File: config.mk
export PLATFORM = sky130hd
export DESIGN_NAME = sobol_sng_ctrl
export DESIGN_NICKNAME = d
export VERILOG_FILES = /design/src/rtl/sng_pkg.sv /design/src/rtl/sng_len_cnt.sv /design/src/rtl/sobol_sng_ctrl.sv
export SDC_FILE = /design/constraint.sdc
export NUM_CORES = 1
export LEC_CHECK = 0
export BUFFER_PORTS_ARGS = -buffer_cell sky130_fd_sc_hd__buf_2
export CAP_MARGIN = 20
export CORE_ASPECT_RATIO = 1.5
export CORE_MARGIN = 2
export CORE_UTILIZATION = 35
export CTS_CLUSTER_SIZE = 16
export DETAILED_ROUTE_END_ITERATION = 10
export GPL_ROUTABILITY_DRIVEN = 1
export PLACE_DENSITY = 0.56
export SETUP_SLACK_MARGIN = 0.5
export SKIP_CTS_REPAIR_TIMING = 1
export SLEW_MARGIN = 40
export SYNTH_ARGS = -nofsm -noshare
export SYNTH_HDL_FRONTEND = slang
export SYNTH_SLANG_ARGS = --single-unit
File: constraint.sdc
create_clock -name clk -period 6.2 [get_ports clk]
set_input_delay 0.31 -clock clk [delete_from_list [all_inputs] [get_ports clk]]
set_output_delay 0.31 -clock clk [all_outputs]
set_load 0.05 [all_outputs]
File: src/rtl/sng_pkg.sv
`default_nettype none
// ============================================================================
//  Module   : sng_pkg
//  Purpose  : Shared width defaults and FSM state type for the Sobol
//             stochastic number generator controller.
//  Revision : 1.0  initial release
// ============================================================================
package sng_pkg;

  // Default operand / RNG width; one stream is 2**SNG_INWD bits long.
  localparam int unsigned SNG_INWD = 8;
  localparam int unsigned SNG_LEN  = 2 ** SNG_INWD;

  // Controller phases: wait for operand, stream bits, one-cycle completion.
  typedef enum logic [1:0] {
    IDLE = 2'd0,
    RUN  = 2'd1,
    DONE = 2'd2
  } sng_state_t;

endpackage
`default_nettype wire

File: src/rtl/sng_len_cnt.sv
`default_nettype none
// ============================================================================
//  Module   : sng_len_cnt
//  Purpose  : Enabled INWD+1-bit up-counter with synchronous clear and a
//             terminal flag raised while the count equals 2**INWD - 1.
//  Revision : 1.0  initial release
// ============================================================================
module sng_len_cnt
  import sng_pkg::*;
#(
  parameter int unsigned INWD = SNG_INWD
) (
  input  logic          clk,
  input  logic          rst,
  input  logic          clr,
  input  logic          en,
  output logic [INWD:0] cnt,
  output logic          term
);

  localparam logic [INWD:0] TERM_VAL = (INWD + 1)'((1 << INWD) - 1);

  logic [INWD:0] cnt_d;
  logic [INWD:0] cnt_q;

  // Next count: clear has priority over increment.
  always_comb begin
    cnt_d = cnt_q;
    if (clr) begin
      cnt_d = '0;
    end else if (en) begin
      cnt_d = cnt_q + 1'b1;
    end
  end

  // Count register with synchronous reset.
  always_ff @(posedge clk) begin
    if (rst) begin
      cnt_q <= '0;
    end else begin
      cnt_q <= cnt_d;
    end
  end

  assign cnt  = cnt_q;
  assign term = (cnt_q == TERM_VAL);

endmodule
`default_nettype wire

File: src/rtl/sobol_sng_ctrl.sv
`default_nettype none
// ============================================================================
//  Module   : sobol_sng_ctrl
//  Purpose  : Converts one binary operand per transaction into a 2**INWD-bit
//             unary stream by comparing it against a Sobol RNG stepped once
//             per transferred bit; reports the ones-count at end of stream.
//  Revision : 1.0  initial release
// ============================================================================
module sobol_sng_ctrl
  import sng_pkg::*;
#(
  parameter int unsigned INWD = SNG_INWD
) (
  input  logic            clk,
  input  logic            rst,
  input  logic            in_valid,
  output logic            in_ready,
  input  logic [INWD-1:0] in_data,
  output logic            rng_enable,
  input  logic [INWD-1:0] rng_seq,
  output logic            bit_out,
  output logic            bit_valid,
  input  logic            bit_ready,
  output logic            bit_last,
  output logic            done,
  output logic [INWD:0]   ones_cnt
);

  sng_state_t      state_q, state_d;
  logic [INWD-1:0] op_q, op_d;
  logic [INWD:0]   ones_cnt_q, ones_cnt_d;

  logic [INWD:0]   len_cnt_unused;
  logic [INWD:0]   ones_acc;
  logic            len_term;
  logic            ones_term_unused;
  logic            is_run;
  logic            accept;
  logic            xfer;

  // Handshake and stream outputs, all decoded from the current state.
  always_comb begin
    is_run     = (state_q == RUN);
    in_ready   = (state_q == IDLE);
    accept     = in_ready & in_valid;
    bit_valid  = is_run;
    bit_out    = is_run & (rng_seq < op_q);
    xfer       = bit_valid & bit_ready;
    // The RNG only advances when a bit is consumed, so a stall freezes bit_out.
    rng_enable = xfer;
    bit_last   = is_run & len_term;
    done       = (state_q == DONE);
  end

  // Stream length: cleared on operand acceptance, counts transferred bits.
  sng_len_cnt #(.INWD(INWD)) u_len_cnt (
    .clk  (clk),
    .rst  (rst),
    .clr  (accept),
    .en   (xfer),
    .cnt  (len_cnt_unused),
    .term (len_term)
  );

  // Ones accumulator: counts transferred 1-bits; never exceeds LEN-1.
  sng_len_cnt #(.INWD(INWD)) u_ones_acc (
    .clk  (clk),
    .rst  (rst),
    .clr  (accept),
    .en   (xfer & bit_out),
    .cnt  (ones_acc),
    .term (ones_term_unused)
  );

  // Next-state logic for FSM, latched operand and published ones-count.
  always_comb begin
    state_d    = state_q;
    op_d       = op_q;
    ones_cnt_d = ones_cnt_q;
    case (state_q)
      IDLE: begin
        if (accept) begin
          op_d    = in_data;
          state_d = RUN;
        end
      end
      RUN: begin
        if (xfer && bit_last) begin
          // Include the final bit, which the accumulator has not yet absorbed.
          ones_cnt_d = ones_acc + {{INWD{1'b0}}, bit_out};
          state_d    = DONE;
        end
      end
      DONE: begin
        state_d = IDLE;
      end
      default: begin
        state_d = IDLE;
      end
    endcase
  end

  // State registers with synchronous reset; reset abandons any partial stream.
  always_ff @(posedge clk) begin
    if (rst) begin
      state_q    <= IDLE;
      op_q       <= '0;
      ones_cnt_q <= '0;
    end else begin
      state_q    <= state_d;
      op_q       <= op_d;
      ones_cnt_q <= ones_cnt_d;
    end
  end

  assign ones_cnt = ones_cnt_q;

endmodule
`default_nettype wire
# --- After elaboration in Yosys (flattened, before gate mapping) ---
# Cells that the tools add are included.
classes:
  n_mux: 3
  reduce_logical: 6
  n_eq_ne: 5
  n_bitwise: 5
  n_lt_le_gt_ge: 1
  n_addsub: 3
op_table:
  columns: ["operator", "n"]
  rows:
  - ["9-bit by 1-bit adder with 9-bit output (second input constant)", 2]
  - ["9-bit by 1-bit adder with 9-bit output", 1]
  - ["9-bit by 8-bit == test with 1-bit output (second input constant)", 1]
  - ["8-bit less-than comparator", 1]
  - ["2-bit AND reduction", 3]
  - ["1-bit bitwise AND", 5]
  - ["2-bit two-way mux", 2]
  - ["2-bit by 1-bit inequality test with 1-bit output (second input constant)", 2]
  - ["2-bit case mux with 2 select lines", 1]
  - ["2-bit by 1-bit == test with 1-bit output (second input constant)", 1]
  - ["2-bit == test (second input constant)", 1]
  - ["2-bit zero test", 1]
  - ["2-bit OR reduction", 1]
  - ["1-bit logical AND", 1]
totals:
  word_cells: 28
  regBits: 37
  output_inout_bits: 15
  inputBits: 20

# --- Depth between registers and ports, before layout ---
depth:
  depth_word: 5
  ltp_mapped: 11

# --- Modules after synthesis ---
# From an unflattened synthesis, not the netlist that was laid out.
hier_totals:
  cells_unflattened: 209
  area_unflattened_um2: 1863.0
modules_own_cells:
  columns: ["module", "area_per_inst_um2", "n_inst", "seq_area_each_um2", "cells_per_inst"]
  rows:
  - ["sobol_sng_ctrl", 1059.8, 1, 380.4, 119]
  - ["sng_len_cnt", 401.6, 2, 180.2, 45]

# --- Worst setup path before layout ---
# No wires, ideal clock.
synth_path:
  kind: "register to register"
  startpoint: "reg op_q[2]"
  endpoint: "reg ones_cnt_q[8] (netlist: ones_cnt[8])"
  synth_period_minus_slack_ns: 3.146
  path_stages_with_launch: 11
  arrival_ns: 3.055
  t_required_ns: 6.109
  setup_slack_ns: 3.054
  path_buffers: 0
  path_cell_list: "dfxtp_1 > inv_1 > ha_1 > a211oi_2 > o21ai_2 > a21oi_1 > ha_1 > ha_1 > nand3_1 > or3_1 > a311oi_1"
synth_between:
  elab_chain_len: 3
synth_rtl:
  columns: ["item", "line", "rtl"]
  rows:
  - ["from (decl)", "sobol_sng_ctrl.sv:30", "logic [INWD-1:0] op_q, op_d;"]
  - ["from (signal assigned)", "sobol_sng_ctrl.sv:111", "op_q <= op_d;"]
  - ["8-bit less-than comparator", "sobol_sng_ctrl.sv:47", "bit_out = is_run & (rng_seq < op_q);"]
  - ["1-bit bitwise AND", "sobol_sng_ctrl.sv:47", null]
  - ["net bit_out", "sobol_sng_ctrl.sv:21", "output logic bit_out,"]
  - ["9-bit by 1-bit adder with 9-bit output", "sobol_sng_ctrl.sv:90", "ones_cnt_d = ones_acc + {{INWD{1'b0}}, bit_out};"]
  - ["to (signal assigned)", "sobol_sng_ctrl.sv:112", "ones_cnt_q <= ones_cnt_d;"]
  - ["to (decl)", "sobol_sng_ctrl.sv:31", "logic [INWD:0] ones_cnt_q, ones_cnt_d;"]
# The timed path passes the listed nets, and every way through them passes these cells.
# A chain may end at the register's enable or synchronous reset.

# --- Final worst setup path ---
layout_path:
  startpoint: "reg op_q[7]"
  endpoint: "reg ones_cnt_q[8] (netlist: ones_cnt[8])"
layout_between:
  elab_chain_len: 3
layout_rtl:
  columns: ["item", "line"]
  rows:
  - ["8-bit less-than comparator", "sobol_sng_ctrl.sv:47"]
  - ["1-bit bitwise AND", "sobol_sng_ctrl.sv:47"]
  - ["9-bit by 1-bit adder with 9-bit output", "sobol_sng_ctrl.sv:90"]
# Every way passes these cells.

==> flow_summary.html <==
<table>
<tr><th>Metric</th><th>Value</th></tr>
<tr><th colspan="2">Critical path</th></tr>
<tr><td>Data required time of the worst path</td><td>6.40 ns</td></tr>
<tr><td>Sum of buffers and inverters on the critical path</td><td>1</td></tr>
<tr><td>Gate family responsible for the most delay along the worst path</td><td>compound AO/OA/AOI/OAI gates</td></tr>
<tr><td>Category of the worst setup path capture point</td><td>register</td></tr>
<tr><td>Highest fanout seen on the critical path</td><td>4</td></tr>
<tr><td>Library cell appearing most often on the critical path</td><td>sky130_fd_sc_hd__ha_1</td></tr>
<tr><td>Series of cell instances along the critical path</td><td>inv_1 &gt; ha_1 &gt; a21oi_1 &gt; o211ai_1 &gt; a21oi_1 &gt; ha_1 &gt; ha_1 &gt; nand3_1 &gt; or3_1 &gt; a311oi_1</td></tr>
<tr><td>Critical path startpoint category</td><td>register</td></tr>
<tr><td>Setup Crit Path Kind</td><td>reg2reg</td></tr>
<tr><td>Biggest cell delay along the critical path</td><td>0.37 ns</td></tr>
<tr><td>Worst path slowest cell</td><td>sky130_fd_sc_hd__or3_1</td></tr>
<tr><td>Arrival time of data at the critical path endpoint</td><td>2.72 ns</td></tr>
<tr><th colspan="2">Timing</th></tr>
<tr><td>Final Hold Fails</td><td>0</td></tr>
<tr><td>RSZ-0062 raised after global routing</td><td>no</td></tr>
<tr><td>Actual transition at the worst max-transition pin</td><td>0.587 ns</td></tr>
<tr><td>Fin crit share</td><td>0.407</td></tr>
<tr><td>Post-route minimum period</td><td>2.52 ns</td></tr>
<tr><td>Fin Clk Skew</td><td>0.00577 ns</td></tr>
<tr><td>Max-slew headroom</td><td>0.609</td></tr>
<tr><td>Setup violators final</td><td>0</td></tr>
<tr><td>Post-Route Setup TNS</td><td>0 ns</td></tr>
<tr><td>Achievable frequency</td><td>397 MHz</td></tr>
<tr><td>Count of pins over their slew limit</td><td>0</td></tr>
<tr><td>Final worst-path setup slack</td><td>3.68 ns</td></tr>
<tr><th colspan="2">Clock tree</th></tr>
<tr><td>Max clock buf depth</td><td>2</td></tr>
<tr><td>CTS clk-pin slew, worst paths</td><td>0.08 ns</td></tr>
<tr><td>Depth of the CTS H-tree</td><td>2</td></tr>
<tr><td>Clock buffers created by TritonCTS</td><td>5</td></tr>
<tr><td>Clock tree from TritonCTS</td><td>yes</td></tr>
<tr><td>Clk Latency, worst-skew pair</td><td>0.28 ns</td></tr>
<tr><td>Number of clock sinks</td><td>37</td></tr>
<tr><td>Master cell of the clock root buffer</td><td>sky130_fd_sc_hd__clkbuf_8</td></tr>
<tr><th colspan="2">Logic synthesis</th></tr>
<tr><td>Post-synthesis async set-or-reset flop share</td><td>0</td></tr>
<tr><td>Post-synth top flop</td><td>sky130_fd_sc_hd__dfxtp_1</td></tr>
<tr><td>Number of warning messages in the yosys log</td><td>0</td></tr>
<tr><td>Parity-gate share of the synthesized area counting xor and xnor cells</td><td>0.0757</td></tr>
<tr><td>Flop and latch count out of synthesis</td><td>37</td></tr>
<tr><td>Number of different library cells in the post-synthesis netlist</td><td>37</td></tr>
<tr><td>Adder-cell share of the synthesized area</td><td>0.0811</td></tr>
<tr><td>Combinational family with the most area after synthesis</td><td>simple AND/OR/NAND/NOR gates</td></tr>
<tr><td>Post-synthesis sequential area ratio</td><td>0.400</td></tr>
<tr><td>Mux cell area share after synthesis</td><td>0.0108</td></tr>
<tr><td>Post-Syn Area per Cell</td><td>8.73 µm²</td></tr>
<tr><td>Mapped Nets</td><td>244</td></tr>
<tr><td>Share of the synthesized area in compound gates (AO/OA/AOI/OAI)</td><td>0.174</td></tr>
<tr><td>Instance count of the mapped netlist</td><td>212</td></tr>
<tr><td>Number of enable-type register cells in the synthesized netlist</td><td>0</td></tr>
<tr><td>Area share of and/or/nand/nor cells after synthesis</td><td>0.206</td></tr>
<tr><td>Total standard cell area after synthesis</td><td>1850 µm²</td></tr>
<tr><th colspan="2">Floorplanning</th></tr>
<tr><td>Die area</td><td>5900 µm²</td></tr>
<tr><td>I/O pin count</td><td>35</td></tr>
<tr><td>Vertical extent of the die</td><td>93.1 µm</td></tr>
<tr><td>Floorplan row count</td><td>32</td></tr>
<tr><td>Area of the core</td><td>5120 µm²</td></tr>
<tr><td>Chip width</td><td>63.4 µm</td></tr>
<tr><td>Initial core utilization</td><td>0.361</td></tr>
<tr><th colspan="2">Placed design</th></tr>
<tr><td>HPWL after detailed placement</td><td>2.76 mm</td></tr>
<tr><td>Weighted congestion at the end of routability-driven global placement</td><td>0.747</td></tr>
<tr><td>Setup slack after placement</td><td>3.57 ns</td></tr>
<tr><td>Port-buffer cells</td><td>34</td></tr>
<tr><th colspan="2">Global routing</th></tr>
<tr><td>GRT Residual Overflow</td><td>0</td></tr>
<tr><td>First-pass GRT wire length</td><td>6.06 mm</td></tr>
<tr><td>GRT Util Overall</td><td>0.129</td></tr>
<tr><td>Maximum number of pins on one net before global-route repair</td><td>21</td></tr>
<tr><td>Number of antenna violations at the first check in global routing</td><td>0</td></tr>
<tr><td>Number of global-route vias before repair</td><td>1366</td></tr>
<tr><th colspan="2">Detailed routing</th></tr>
<tr><td>Via density per instance</td><td>4.81</td></tr>
<tr><td>Final routed wirelength across all metal layers</td><td>3.60 mm</td></tr>
<tr><td>Via count</td><td>1501</td></tr>
<tr><td>Remaining DRCs</td><td>0</td></tr>
<tr><td>Wirelength per Cell</td><td>11.5 µm</td></tr>
<tr><td>Number of nets with antenna violations after routing</td><td>0</td></tr>
<tr><td>Drt initial violations</td><td>24</td></tr>
<tr><td>1st-pass router iterations</td><td>4</td></tr>
<tr><th colspan="2">Layout</th></tr>
<tr><td>Number of nets at the end of the flow</td><td>275</td></tr>
<tr><td>Fraction of final layout cells with drive strength greater than 1</td><td>0.221</td></tr>
<tr><td>Layout overhead on the synthesized area</td><td>16.8%</td></tr>
<tr><td>Filler instances</td><td>561</td></tr>
<tr><td>Most frequent cells in the layout</td><td>sky130_fd_sc_hd__dfxtp_1, sky130_fd_sc_hd__buf_2, sky130_fd_sc_hd__nand2_1</td></tr>
<tr><td>Most common cell after layout, fill and taps aside</td><td>sky130_fd_sc_hd__dfxtp_1</td></tr>
<tr><td>Number of antenna repair diodes</td><td>0</td></tr>
<tr><th colspan="2">Power and ir drop</th></tr>
<tr><td>Net switching power</td><td>0.123 mW</td></tr>
<tr><td>Pwr per Cell Area</td><td>232 nW/µm²</td></tr>
<tr><td>Peak supply drop</td><td>0.122 mV</td></tr>
<tr><td>Clock network power share</td><td>0.414</td></tr>
<tr><td>Sequential share of power</td><td>0.487</td></tr>
<tr><td>Internal power</td><td>0.379 mW</td></tr>
<tr><td>Combinational cell fraction of total power</td><td>0.099</td></tr>
<tr><td>Switching share of power</td><td>0.245</td></tr>
<tr><td>Leakage power summed over all cells</td><td>0.814 nW</td></tr>
<tr><th colspan="2">Hold path</th></tr>
<tr><td>Hold Path Class</td><td>in2reg</td></tr>
<tr><th colspan="2">Outcome</th></tr>
<tr><td>Status</td><td>completed</td></tr>
<tr><th colspan="2">Job</th></tr>
<tr><td>Max-cap viol count</td><td>0</td></tr>
</table>
-- metal layers --
metal / wire, µm / share of wire / GRT usage
met1: 1500 / 0.42 / 0.135
met2: 1960 / 0.54 / 0.248
met3: 105 / 0.029 / 0.0241
met4: 31 / 0.0086 / 0.0543
met5: 0 / 0 / 0
-- flip-flops by register name, indices dropped and copies added (netlist names) --
name / flops
ones_cnt: 9
op_q: 8
u_len_cnt.cnt: 9
u_ones_acc.cnt: 9
state_q: 2
-- metrics by stage --
stage               cell area [µm²]  utilization  total power [mW]  cells  hold WS, ns
detailed placement             2050        0.399             0.301    304        0.448
global placement               2050        0.399             0.300    304        0.444
global route                   2160        0.422             0.529    312        0.258
CTS                            2160        0.422             0.514    312        0.250
floorplan                      1850            -             0.288    212        0.432
finish                         2160        0.422             0.502    312        0.260
-- power by group through the flow --
stage          Combinational [mW]  Sequential, mW  Clock (mW)
6_report                   0.0499           0.244       0.208
5_1_grt                    0.0560           0.245       0.228
4_1_cts                    0.0511           0.244       0.219
3_5_place_dp               0.0510           0.250           0
3_3_place_gp               0.0503           0.250           0
2_1_floorplan              0.0383           0.249           0
-- synth_stat cells, types with 2 or more instances --
master / instances / area [µm²]
sky130_fd_sc_hd__mux2i_1: 2 / 20.0
sky130_fd_sc_hd__and2_1: 2 / 12.5
sky130_fd_sc_hd__or3_1: 3 / 18.8
sky130_fd_sc_hd__nor2_2: 2 / 12.5
sky130_fd_sc_hd__nand2_1: 29 / 109
sky130_fd_sc_hd__and3_1: 4 / 25.0
sky130_fd_sc_hd__buf_6: 2 / 22.5
sky130_fd_sc_hd__nand3_1: 6 / 30.0
sky130_fd_sc_hd__a211oi_1: 9 / 67.6
sky130_fd_sc_hd__dfxtp_1: 37 / 741
sky130_fd_sc_hd__nand4_1: 5 / 31.3
sky130_fd_sc_hd__a31o_2: 2 / 17.5
sky130_fd_sc_hd__nor2b_1: 2 / 12.5
sky130_fd_sc_hd__ha_1: 12 / 150
sky130_fd_sc_hd__xor2_1: 5 / 43.8
sky130_fd_sc_hd__xnor2_1: 11 / 96.3
sky130_fd_sc_hd__nor2_1: 24 / 90.1
sky130_fd_sc_hd__a21oi_1: 19 / 95.1
sky130_fd_sc_hd__inv_1: 10 / 37.5
sky130_fd_sc_hd__o21ai_0: 3 / 15.0
sky130_fd_sc_hd__o211ai_1: 2 / 15.0
sky130_fd_sc_hd__clkbuf_1: 3 / 11.3
sky130_fd_sc_hd__buf_2: 4 / 20.0
-- cell type report --
cell class / count / area [µm²] / area share
tap: 68 / 85.1 / 0.0394
inverter: 10 / 37.5 / 0.0174
sequential: 37 / 741 / 0.343
clock buffer: 5 / 68.8 / 0.0318
multi-input combinational: 155 / 1010 / 0.469
timing repair buffer: 34 / 170 / 0.0787
clock inverter: 3 / 46.3 / 0.0214
-- worst register-to-register path, cell delays in order, from the launching register on --
cell and delay [ns]:
sky130_fd_sc_hd__dfxtp_1 0.33, sky130_fd_sc_hd__inv_1 0.04, sky130_fd_sc_hd__ha_1 0.28, sky130_fd_sc_hd__a21oi_1 0.30, sky130_fd_sc_hd__o211ai_1 0.16, sky130_fd_sc_hd__a21oi_1 0.18
sky130_fd_sc_hd__ha_1 0.19, sky130_fd_sc_hd__ha_1 0.18, sky130_fd_sc_hd__nand3_1 0.15, sky130_fd_sc_hd__or3_1 0.37, sky130_fd_sc_hd__a311oi_1 0.24
-- final timing paths --
check	start	slack, ns	cells after the start	end
setup / recovery	op_q[7]	3.68	10	ones_cnt[8]
hold / removal	in_data[4]	0.26	3	op_q[4]
setup reg to reg	op_q[7]	3.68	10	ones_cnt[8]
hold reg to reg	op_q[4]	0.46	2	op_q[4]
-- logic make-up (layout without fill, tap and decap cells) --
group	after synthesis	after routing
simple gates	82	82
compound gates	43	43
flops	37	37
buf+inv	20	52
xor+xnor	16	16
fa+ha+maj	12	12
mux	2	2
Note: power is estimated with default switching activity, not from simulation.
